`src/rtl/digit_edge_detect_pkg.sv`:
```
// Shared definitions for the digit bounding-box detector: coordinate width,
// pixel encoding, default frame geometry and FSM state constants.
package digit_pkg;

  localparam int COORD_W      = 10;
  localparam int H_ACTIVE_DEF = 640;
  localparam int V_ACTIVE_DEF = 480;

  localparam logic [COORD_W-1:0] BLACK_PIX    = 10'h000;
  localparam logic [COORD_W-1:0] ACC_MIN_INIT = 10'h3FF;
  localparam logic [COORD_W-1:0] ACC_MAX_INIT = 10'h000;

  typedef logic [1:0] state_t;
  localparam state_t WAIT_SOF = 2'd0;
  localparam state_t SCAN     = 2'd1;
  localparam state_t COMMIT   = 2'd2;

endpackage

```
`src/rtl/digit_edge_detect_if.sv`:
```
// Pixel stream in, committed bounding box out. The source side drives the
// pixel fields; the detector drives the result fields.
interface digit_edge_detect_if;
  import digit_pkg::*;

  logic                 en;
  logic [COORD_W-1:0]   iRow;
  logic [COORD_W-1:0]   iCol;
  logic [COORD_W-1:0]   iBWData;
  logic [2*COORD_W-1:0] oEdge_Row;
  logic [2*COORD_W-1:0] oEdge_Col;
  logic                 oFound;
  logic                 oValid;

  modport master (
    output en, iRow, iCol, iBWData,
    input  oEdge_Row, oEdge_Col, oFound, oValid
  );

  modport slave (
    input  en, iRow, iCol, iBWData,
    output oEdge_Row, oEdge_Col, oFound, oValid
  );

endinterface

```
`src/rtl/digit_run_filter.sv`:
```
// Isolated-pixel rejection: a black pixel counts only when the previous
// qualified pixel of the same row was black. Built only with DIGIT_NOISE_FILTER_EN.
`ifdef DIGIT_NOISE_FILTER_EN
module digit_run_filter
  import digit_pkg::*;
(
  input  logic               clk,
  input  logic               rst,
  input  logic               en,
  input  logic [COORD_W-1:0] iCol,
  input  logic               black,
  output logic               count_en
);

  logic prevBlack;

  // Column 0 (which includes SOF) never has a same-row predecessor.
  assign count_en = en && black && prevBlack && (iCol != '0);

  always_ff @(posedge clk or negedge rst) begin
    if (!rst) begin
      prevBlack <= 1'b0;
    end else if (en) begin
      prevBlack <= black;
    end
  end

endmodule
`endif

```
`src/rtl/digit_edge_detect.sv`:
```
// Tracks the bounding box of black pixels per frame and commits it one cycle
// after EOF. Optional DIGIT_NOISE_FILTER_EN inserts digit_run_filter.
module digit_edge_detect
  import digit_pkg::*;
#(
  parameter int H_ACTIVE = H_ACTIVE_DEF,
  parameter int V_ACTIVE = V_ACTIVE_DEF
) (
  input logic               clk,
  input logic               rst,
  digit_edge_detect_if.slave pix
);

  localparam logic [COORD_W-1:0] H_LIM  = COORD_W'(H_ACTIVE);
  localparam logic [COORD_W-1:0] V_LIM  = COORD_W'(V_ACTIVE);
  localparam logic [COORD_W-1:0] H_LAST = COORD_W'(H_ACTIVE - 1);
  localparam logic [COORD_W-1:0] V_LAST = COORD_W'(V_ACTIVE - 1);

  state_t             state;
  logic [COORD_W-1:0] minRow, maxRow, minCol, maxCol;
  logic               hit;
  logic [COORD_W-1:0] seedMinRow, seedMaxRow, seedMinCol, seedMaxCol;
  logic [COORD_W-1:0] foldMinRow, foldMaxRow, foldMinCol, foldMaxCol;
  logic               seedHit, foldHit;
  logic               inRange, sof, eof, black, countEn;
  logic [2*COORD_W-1:0] edgeRow, edgeCol;
  logic               found, valid;

  assign inRange = pix.en && (pix.iRow < V_LIM) && (pix.iCol < H_LIM);
  assign sof     = pix.en && (pix.iRow == '0) && (pix.iCol == '0);
  assign eof     = pix.en && (pix.iRow == V_LAST) && (pix.iCol == H_LAST);
  assign black   = (pix.iBWData == BLACK_PIX);

`ifdef DIGIT_NOISE_FILTER_EN
  digit_run_filter uRunFilter (
    .clk      (clk),
    .rst      (rst),
    .en       (inRange),
    .iCol     (pix.iCol),
    .black    (black),
    .count_en (countEn)
  );
`else
  assign countEn = inRange && black;
`endif

  // seed* restarts a frame from the current pixel; fold* merges it into the box.
  always_comb begin
    seedMinRow = ACC_MIN_INIT;
    seedMaxRow = ACC_MAX_INIT;
    seedMinCol = ACC_MIN_INIT;
    seedMaxCol = ACC_MAX_INIT;
    seedHit    = 1'b0;
    foldMinRow = minRow;
    foldMaxRow = maxRow;
    foldMinCol = minCol;
    foldMaxCol = maxCol;
    foldHit    = hit;
    if (countEn) begin
      seedMinRow = pix.iRow;
      seedMaxRow = pix.iRow;
      seedMinCol = pix.iCol;
      seedMaxCol = pix.iCol;
      seedHit    = 1'b1;
      if (pix.iRow < minRow) foldMinRow = pix.iRow;
      if (pix.iRow > maxRow) foldMaxRow = pix.iRow;
      if (pix.iCol < minCol) foldMinCol = pix.iCol;
      if (pix.iCol > maxCol) foldMaxCol = pix.iCol;
      foldHit = 1'b1;
    end
  end

  always_ff @(posedge clk or negedge rst) begin
    if (!rst) begin
      state   <= WAIT_SOF;
      minRow  <= ACC_MIN_INIT;
      maxRow  <= ACC_MAX_INIT;
      minCol  <= ACC_MIN_INIT;
      maxCol  <= ACC_MAX_INIT;
      hit     <= 1'b0;
      edgeRow <= '0;
      edgeCol <= '0;
      found   <= 1'b0;
      valid   <= 1'b0;
    end else begin
      valid <= 1'b0;
      case (state)
        WAIT_SOF: begin
          if (sof) begin
            {minRow, maxRow, minCol, maxCol, hit} <=
              {seedMinRow, seedMaxRow, seedMinCol, seedMaxCol, seedHit};
            state <= SCAN;
          end
        end
        SCAN: begin
          // A fresh SOF abandons the partial frame without committing it.
          if (sof) begin
            {minRow, maxRow, minCol, maxCol, hit} <=
              {seedMinRow, seedMaxRow, seedMinCol, seedMaxCol, seedHit};
          end else begin
            {minRow, maxRow, minCol, maxCol, hit} <=
              {foldMinRow, foldMaxRow, foldMinCol, foldMaxCol, foldHit};
          end
          if (eof) state <= COMMIT;
        end
        COMMIT: begin
          edgeRow <= hit ? {maxRow, minRow} : '0;
          edgeCol <= hit ? {maxCol, minCol} : '0;
          found   <= hit;
          valid   <= 1'b1;
          // seed* already holds the reset values when this pixel is not a counted SOF.
          {minRow, maxRow, minCol, maxCol, hit} <= sof ?
            {seedMinRow, seedMaxRow, seedMinCol, seedMaxCol, seedHit} :
            {ACC_MIN_INIT, ACC_MAX_INIT, ACC_MIN_INIT, ACC_MAX_INIT, 1'b0};
          state <= sof ? SCAN : WAIT_SOF;
        end
        default: state <= WAIT_SOF;
      endcase
    end
  end

  assign pix.oEdge_Row = edgeRow;
  assign pix.oEdge_Col = edgeCol;
  assign pix.oFound    = found;
  assign pix.oValid    = valid;

endmodule
```
`src/flat_wrapper.sv`:
```
// flat-port wrapper written by rule: the top's interface ports become plain ports
module digit_edge_detect_flat import digit_pkg::*;
#(
  parameter int H_ACTIVE = H_ACTIVE_DEF,
  parameter int V_ACTIVE = V_ACTIVE_DEF
)
  (clk, rst, pix_en, pix_iRow, pix_iCol, pix_iBWData, pix_oEdge_Row, pix_oEdge_Col, pix_oFound, pix_oValid);
  digit_edge_detect_if pix_i ();
  input logic clk;
  input logic rst;
  input wire logic [$bits(pix_i.en)-1:0] pix_en;
  input wire logic [$bits(pix_i.iRow)-1:0] pix_iRow;
  input wire logic [$bits(pix_i.iCol)-1:0] pix_iCol;
  input wire logic [$bits(pix_i.iBWData)-1:0] pix_iBWData;
  output wire logic [$bits(pix_i.oEdge_Row)-1:0] pix_oEdge_Row;
  output wire logic [$bits(pix_i.oEdge_Col)-1:0] pix_oEdge_Col;
  output wire logic [$bits(pix_i.oFound)-1:0] pix_oFound;
  output wire logic [$bits(pix_i.oValid)-1:0] pix_oValid;
  assign pix_i.en = pix_en;
  assign pix_i.iRow = pix_iRow;
  assign pix_i.iCol = pix_iCol;
  assign pix_i.iBWData = pix_iBWData;
  assign pix_oEdge_Row = pix_i.oEdge_Row;
  assign pix_oEdge_Col = pix_i.oEdge_Col;
  assign pix_oFound = pix_i.oFound;
  assign pix_oValid = pix_i.oValid;
  digit_edge_detect #(.H_ACTIVE(H_ACTIVE), .V_ACTIVE(V_ACTIVE)) u_core (.clk(clk), .rst(rst), .pix(pix_i));
endmodule
```
`config.mk`:
```
export PLATFORM = sky130hd
export DESIGN_NAME = digit_edge_detect_flat
export DESIGN_NICKNAME = d
export VERILOG_FILES = /design/src/rtl/digit_edge_detect_pkg.sv /design/src/rtl/digit_edge_detect_if.sv /design/src/rtl/digit_run_filter.sv /design/src/rtl/digit_edge_detect.sv /design/src/flat_wrapper.sv
export SDC_FILE = /design/constraint.sdc
export NUM_CORES = 1
export LEC_CHECK = 0
export ABC_AREA = 1
export CORE_UTILIZATION = 40
export CTS_BUF_LIST = sky130_fd_sc_hd__clkbuf_8 sky130_fd_sc_hd__clkbuf_16
export CTS_CLUSTER_SIZE = 40
export DETAILED_ROUTE_END_ITERATION = 16
export SETUP_SLACK_MARGIN = 0.4
export SLEW_MARGIN = 20
export SYNTH_ARGS = -nofsm -noshare
export SYNTH_HDL_FRONTEND = slang
export SYNTH_SLANG_ARGS = --single-unit
```
`constraint.sdc`:
```
create_clock -name clk -period 4.2 [get_ports clk]
set_input_delay 0.84 -clock clk [delete_from_list [all_inputs] [get_ports clk]]
set_output_delay 0.84 -clock clk [all_outputs]
set_load 0.005 [all_outputs]
```
# After elaboration in Yosys (flattened, before gate mapping)
# Index checks and enable logic that the tools add are counted.
# word_totals
regBits	85
input_bits	33
out_inout_bits	42
word_cells	82
# classes
magnitude_cmp	6
n_eq_ne	11
muxes	37
reduce_logical	18
# ops
operator	n
2-to-1 mux 10 bit	20
one-hot mux 10 bit (3 select lines)	4
2-to-1 mux 41 bit	1
2-to-1 mux 20 bit	2
logical NOT 10 bit	3
greater-than comparator 10 bit	2
< comparator 10 bit	2
AND reduction 4 bit	4
inequality test 3 x 1 -> 1 bit, second input constant	5
equality test 10 bit, second input constant	1
equality test 10 x 9 -> 1 bit, second input constant	1
< comparator 10 bit, second input constant	1
< comparator 10 x 9 -> 1 bit, second input constant	1
logical AND 1 bit	7
2-to-1 mux 1 bit	6
one-hot mux 2 bit (3 select lines)	1
2-to-1 mux 2 bit	2
inequality test 2 x 1 -> 1 bit, second input constant	2
one-hot mux 1 bit (3 select lines)	1
AND reduction 3 bit	1
nonzero test 3 bit	1
equality test 2 x 1 -> 1 bit, second input constant	1
equality test 2 bit, second input constant	1
logical NOT 2 bit	1
AND reduction 2 bit	1

# Depth between registers and ports, before layout
# logic_depth
ltp_word	7
mapped_depth	14
ltp_nobuf	13

# Worst setup path after synthesis
# OpenSTA, ideal clock, no wires.
# synth_path
path_type	input -> register
startpoint	input pix_iCol[9]
endpoint	register u_core.maxCol[0]
setup_time_ns	0.117
t_arrival_ns	1.999
t_required_ns	4.083
path_slack_ns	2.084
path_stages	8
path_buffers	0
cell_sequence	ha_1 -> a21o_1 -> nor2_1 -> nand3_1 -> a21oi_1 -> nor2_8 -> nand2_1 -> nand2_1
# synth_between
elab_chain_len	6
word_cells_on_any_way	15
cone_classes	2 x order compare; 3 x eq/ne; 5 x mux; 5 x reduce/logical
# synth_lines
element	line_no	text
start, declared	flat_wrapper.sv:13	input wire logic [$bits(pix_i.iCol)-1:0] pix_iCol;
< comparator 10 bit	digit_edge_detect.sv:29	assign inRange = pix.en && (pix.iRow < V_LIM) && (pix.iCol < H_LIM);
logical AND 1 bit	digit_edge_detect.sv:29	
logical AND 1 bit	digit_edge_detect.sv:44	assign countEn = inRange && black;
2-to-1 mux 10 bit	digit_edge_detect.sv:59	if (countEn) begin
2-to-1 mux 41 bit, or another cell as far along	digit_edge_detect.sv:112	{minRow, maxRow, minCol, maxCol, hit} <= sof ?
one-hot mux 10 bit (3 select lines)	digit_edge_detect.sv:87	case (state)
end signal, assigned	digit_edge_detect.sv:90	{minRow, maxRow, minCol, maxCol, hit} <=
end signal, assigned	digit_edge_detect.sv:98	{minRow, maxRow, minCol, maxCol, hit} <=
end signal, assigned	digit_edge_detect.sv:112	
end, declared	digit_edge_detect.sv:20	logic [COORD_W-1:0] minRow, maxRow, minCol, maxCol;
# Several ways; a longest one is shown, not always the timed one. The select of a mux whose other input is x is not followed.
# A chain may end at the register's enable or synchronous reset.

# Final worst setup path
# layout_path
startpoint	register u_core.state[0]
endpoint	register u_core.minCol[5]
# layout_between
elab_chain_len	3
word_cells_on_any_way	9
cone_classes	5 x eq/ne; 1 x mux; 3 x reduce/logical
# layout_lines
element	line_no	text
start, declared	digit_edge_detect.sv:19	state_t state;
start signal, assigned	digit_edge_detect.sv:115	state <= sof ? SCAN : WAIT_SOF;
equality test 2 x 1 -> 1 bit, or another cell as far along	digit_edge_detect.sv:87	
inequality test 3 x 1 -> 1 bit (no line), or another cell as far along	-	
AND reduction 4 bit (no line)	-	
end signal, assigned	digit_edge_detect.sv:90	
end signal, assigned	digit_edge_detect.sv:98	
end signal, assigned	digit_edge_detect.sv:101	{minRow, maxRow, minCol, maxCol, hit} <=
end, declared	digit_edge_detect.sv:20	
# Several ways; a longest one is shown, not always the timed one.

==> results summary <==
The number of antenna violations at the first check in global routing came out at 0. The required time of the critical path came out at 4480 ps. The number of H-tree levels is 3. The synthesized area divided by synthesized cell count came out at between 7 and 8 sq um. The remaining number of nets flagged by the antenna check after routing is 0. The layout cell share with drive strength beyond 1 came out at 6.71%. The flow ran to the end, and the final reports show no timing, DRC or antenna violations. The detailed-route wire length is 14.4 mm. The internal cell power came out at 2.38 mW. Routability-driven placement finished with a final weighted congestion of 0.879.

In the routed design, unresolved DRC markers number 0. The detailed router used layers up to and including met4. The Yosys step of the flow raised 0 warnings. The first global-routing pass estimated 24.2 mm of wire. For this run, the leading register cell type out of synthesis is sky130_fd_sc_hd__dfrtp_1. The TritonCTS clock tree is done. The library cell used as clock root buffer is sky130_fd_sc_hd__clkbuf_16. In this run, the number of DRC markers left after iteration 0 of detailed routing was 285. Timing would allow up to 328 MHz. The maximum resistive drop on vdd is 0.000258 V. The total of flip-flops plus latches after synthesis is 85.

The worst setup path is launched from a flop. The register share of total power is 31.1%. The aggregate global-route resource usage is around 22%.

The fraction of power consumed by the clock network came out at between 10% and 20%. After detailed routing, the met3 layer carries 714 um of wire. The logic depth of the worst setup path including buffers is 12.

On the critical path, the stage with the largest delay is an instance of sky130_fd_sc_hd__ha_1. The final layout contains 904 nets. The clock network latency to the later pin of the worst-skew pair is approximately 350 ps. The power density of the placed cells is 661 mW/mm^2.

The most numerous cell in the Yosys netlist is sky130_fd_sc_hd__nand2_1. The fraction of synthesis flops using an asynchronous set or reset pin is between 90% and 100%. The largest net degree at the start of global routing came out at 75. The static leakage power is 3.49 nW. The number of buffers inserted by hold repair at cts is 0.

For this block, the via count after detailed routing is 4914. Setup repair after global routing left no endpoint under its margin. In the finished design, the share of the clock period the worst path needs comes to 72.7%. The number of clock sinks seen by CTS came out at 85. The stage delay of the slowest cell on the critical path came out at 600 ps. The total of buffers placed on input and output ports is 74. The switching fraction of total power is 45.1%. The number of flops mapped to enable cells by yosys is 0. The height of the die is roughly 120 um.

The signal arrival time at the worst endpoint came out at 3330 ps. The combinational share of power is between 50% and 60%. The cell that appears most often on the critical path is sky130_fd_sc_hd__nand2_1. The post-synth design cell area is 0.00542 sq mm. The number of buffers and inverters on the critical path is 4. The routed length on met1 is 7.10 mm.

The area overhead of the layout relative to synthesis came out at 21.2%. The category of the critical setup timing path is flop to flop. Adding up every negative setup slack in the final design gives 0 ps.

The number of distinct library cell variants in the gate-level netlist after synthesis came out at 29. Setup violations remaining at the end of the flow were counted as 0. The met2 wire length is 6.27 mm. The min-delay analysis places its worst path in the category flop to flop.

The floorplan die width came out at between 100 and 150 um. The number of cells in the design after placement is 994. The clock transition at the register clock pins on the worst setup and hold paths after CTS came out at 60 ps. After floorplanning, the core was sized to cover 0.0132 sq mm. The total count of max-transition violations in the final report is 0.

The number of instances in the synthesized netlist came out at 759. Of the synthesized area, sequential elements account for 39.7%. The half-perimeter wire length of the detailed placement result came out at 10.5 mm. The end-of-flow core utilization is 49.6%.

The count of instances resized after the clock tree is built is 0. The die covers 0.0140 sq mm. The worst hold path depth came out at 2. The worst clock skew on the final layout came out at around 3.4 ps. In this run the tightest slew margin relative to its limit is a little under two fifths. The number of buffers on the longest clock path came out at 2. In this run the post-CTS setup repair buffer count came out at 0. Across the run, the number of max-cap violations was 0. The initial utilization of the core area, before any placement, comes to 40.9%.

The via count of the first global-routing pass came to about 4800. In the synthesized netlist, the cells that appear most often are sky130_fd_sc_hd__nand2_1, sky130_fd_sc_hd__inv_1, sky130_fd_sc_hd__dfrtp_1. The critical path goes through inv_1 -> ha_1 -> inv_1 -> nor2_1 -> inv_1 -> or2_2 -> nand2_1 -> nand2_1 -> inv_1 -> nand2_1 -> nand2_1 -> nand2_1. The iteration count of the initial detailed-routing pass came out at 4.

The number of endpoints with negative hold slack in the final report came out at 0. The number of nets produced by synthesis is 834. Measured in cells, the most critical reg-to-reg path has a length of 12. The worst path needs 3050 ps of the cycle, external delays included. The mean number of vias per cell came out at 4.87. The number of buffers inserted during clock tree synthesis came out at 9. The total I/O pin count is 75. The top fanout value on the critical path is 20. In this run the core area contains 42 standard-cell rows. The worst setup path is captured at a flop.

The design draws 4.34 mW. The non-filler instance count after layout came out at 1010. The actual slew at the worst max-slew pin is roughly 950 ps. For this run the aggregate overflow at the end of global routing stands at 0. sky130_fd_sc_hd__dfrtp_1 takes more of the synthesized area than any other cell. The count of inserted antenna diode cells came out at 0. In this run the power spent charging and discharging nets is 1.96 mW.

The kind of cell adding the most delay to the critical path is simple AND/OR/NAND/NOR gates. Ranked by total cell area, the synthesized netlist is headed by sky130_fd_sc_hd__dfrtp_1, sky130_fd_sc_hd__nand2_1, sky130_fd_sc_hd__dfstp_2. The fraction of post-synthesis cell area in the top cell type by area came out at a little under a third.

The routed length per placed instance came out at 14.3 um.
[path summary, 6_finish.rpt]
kind                             startpoint                       end  slack [ps]
setup / recovery            u_core.state[0]          u_core.minCol[5]        1150
hold / removal             u_core.minCol[2]          u_core.minCol[2]         470
max in group asynchronous               rst          u_core.minCol[0]        2710
min in group asynchronous               rst  u_core.pix.oEdge_Row[16]         640
setup reg to reg            u_core.state[0]          u_core.minCol[5]        1150
hold reg to reg            u_core.minCol[2]          u_core.minCol[2]         470
[worst min-delay path, cell delays in order, from the launching register on]
cell and delay [ps]:
sky130_fd_sc_hd__dfstp_2 370, sky130_fd_sc_hd__nand2_1 50, sky130_fd_sc_hd__nand2_1 50
[power groups by stage]
stage	Combinational (mW)	Sequential [mW]	Clock, mW
finish	2.27	1.35	0.721
global route	2.60	1.38	0.766
CTS	2.28	1.34	0.740
detailed placement	2.26	1.36	0
global placement	2.23	1.35	0
floorplan	1.60	1.32	0
[through the flow]
step                hold WS (ps)  setup WS (ps)  instance area, sq um
floorplan                    448           2080                  5420
global placement             453           1100                  6300
detailed placement           460           1080                  6300
CTS                          470           1160                  6560
global route                 480            897                  6570
finish                       467           1150                  6570
[logic make-up after synthesis]
logic type	share of synthesized area (%)
flops	39.7
buf+inv	8.80
fa+ha+maj	9.70
compound gates	6.17
simple gates	35.6
[layout make-up]
type,instances,area [sq um]
Fill cell,1306,6680
Multi-Input combinational cell,556,2790
Clock inverter,6,26.3
Clock buffer,10,239
Sequential cell,85,2150
Timing Repair Buffer,77,761
Tap cell,176,220
Inverter,100,375
[registers in the layout, summed over array words and instances, names as in the netlist, 2 cells and up]
register              cells
u_core.maxCol            10
u_core.maxRow            10
u_core.minCol            10
u_core.minRow            10
u_core.pix.oEdge_Col     20
u_core.pix.oEdge_Row     20
u_core.state              2
[per-layer routing]
metal,up-vias,track usage [%]
met3,21,3.72
met5,-,0
met2,127,33.6
li1,2491,-
met1,2275,30.8
met4,0,9.41
[layout by cell type, fill, tap and decap left out, drive strengths merged]
master / n
buf: 4
dfrtp: 65
nand4: 6
clkinv: 1
nor2: 52
dfstp: 20
o21a: 1
o21bai: 2
nand3b: 1
o21ai: 41
clkdlybuf4s50: 73
ha: 42
a21o: 4
nand2: 338
inv: 104
nor4: 1
or2: 1
clkinvlp: 1
nor3: 1
a21oi: 13
nand3: 53
clkbuf: 10
Power figures use the tool's default switching activity.
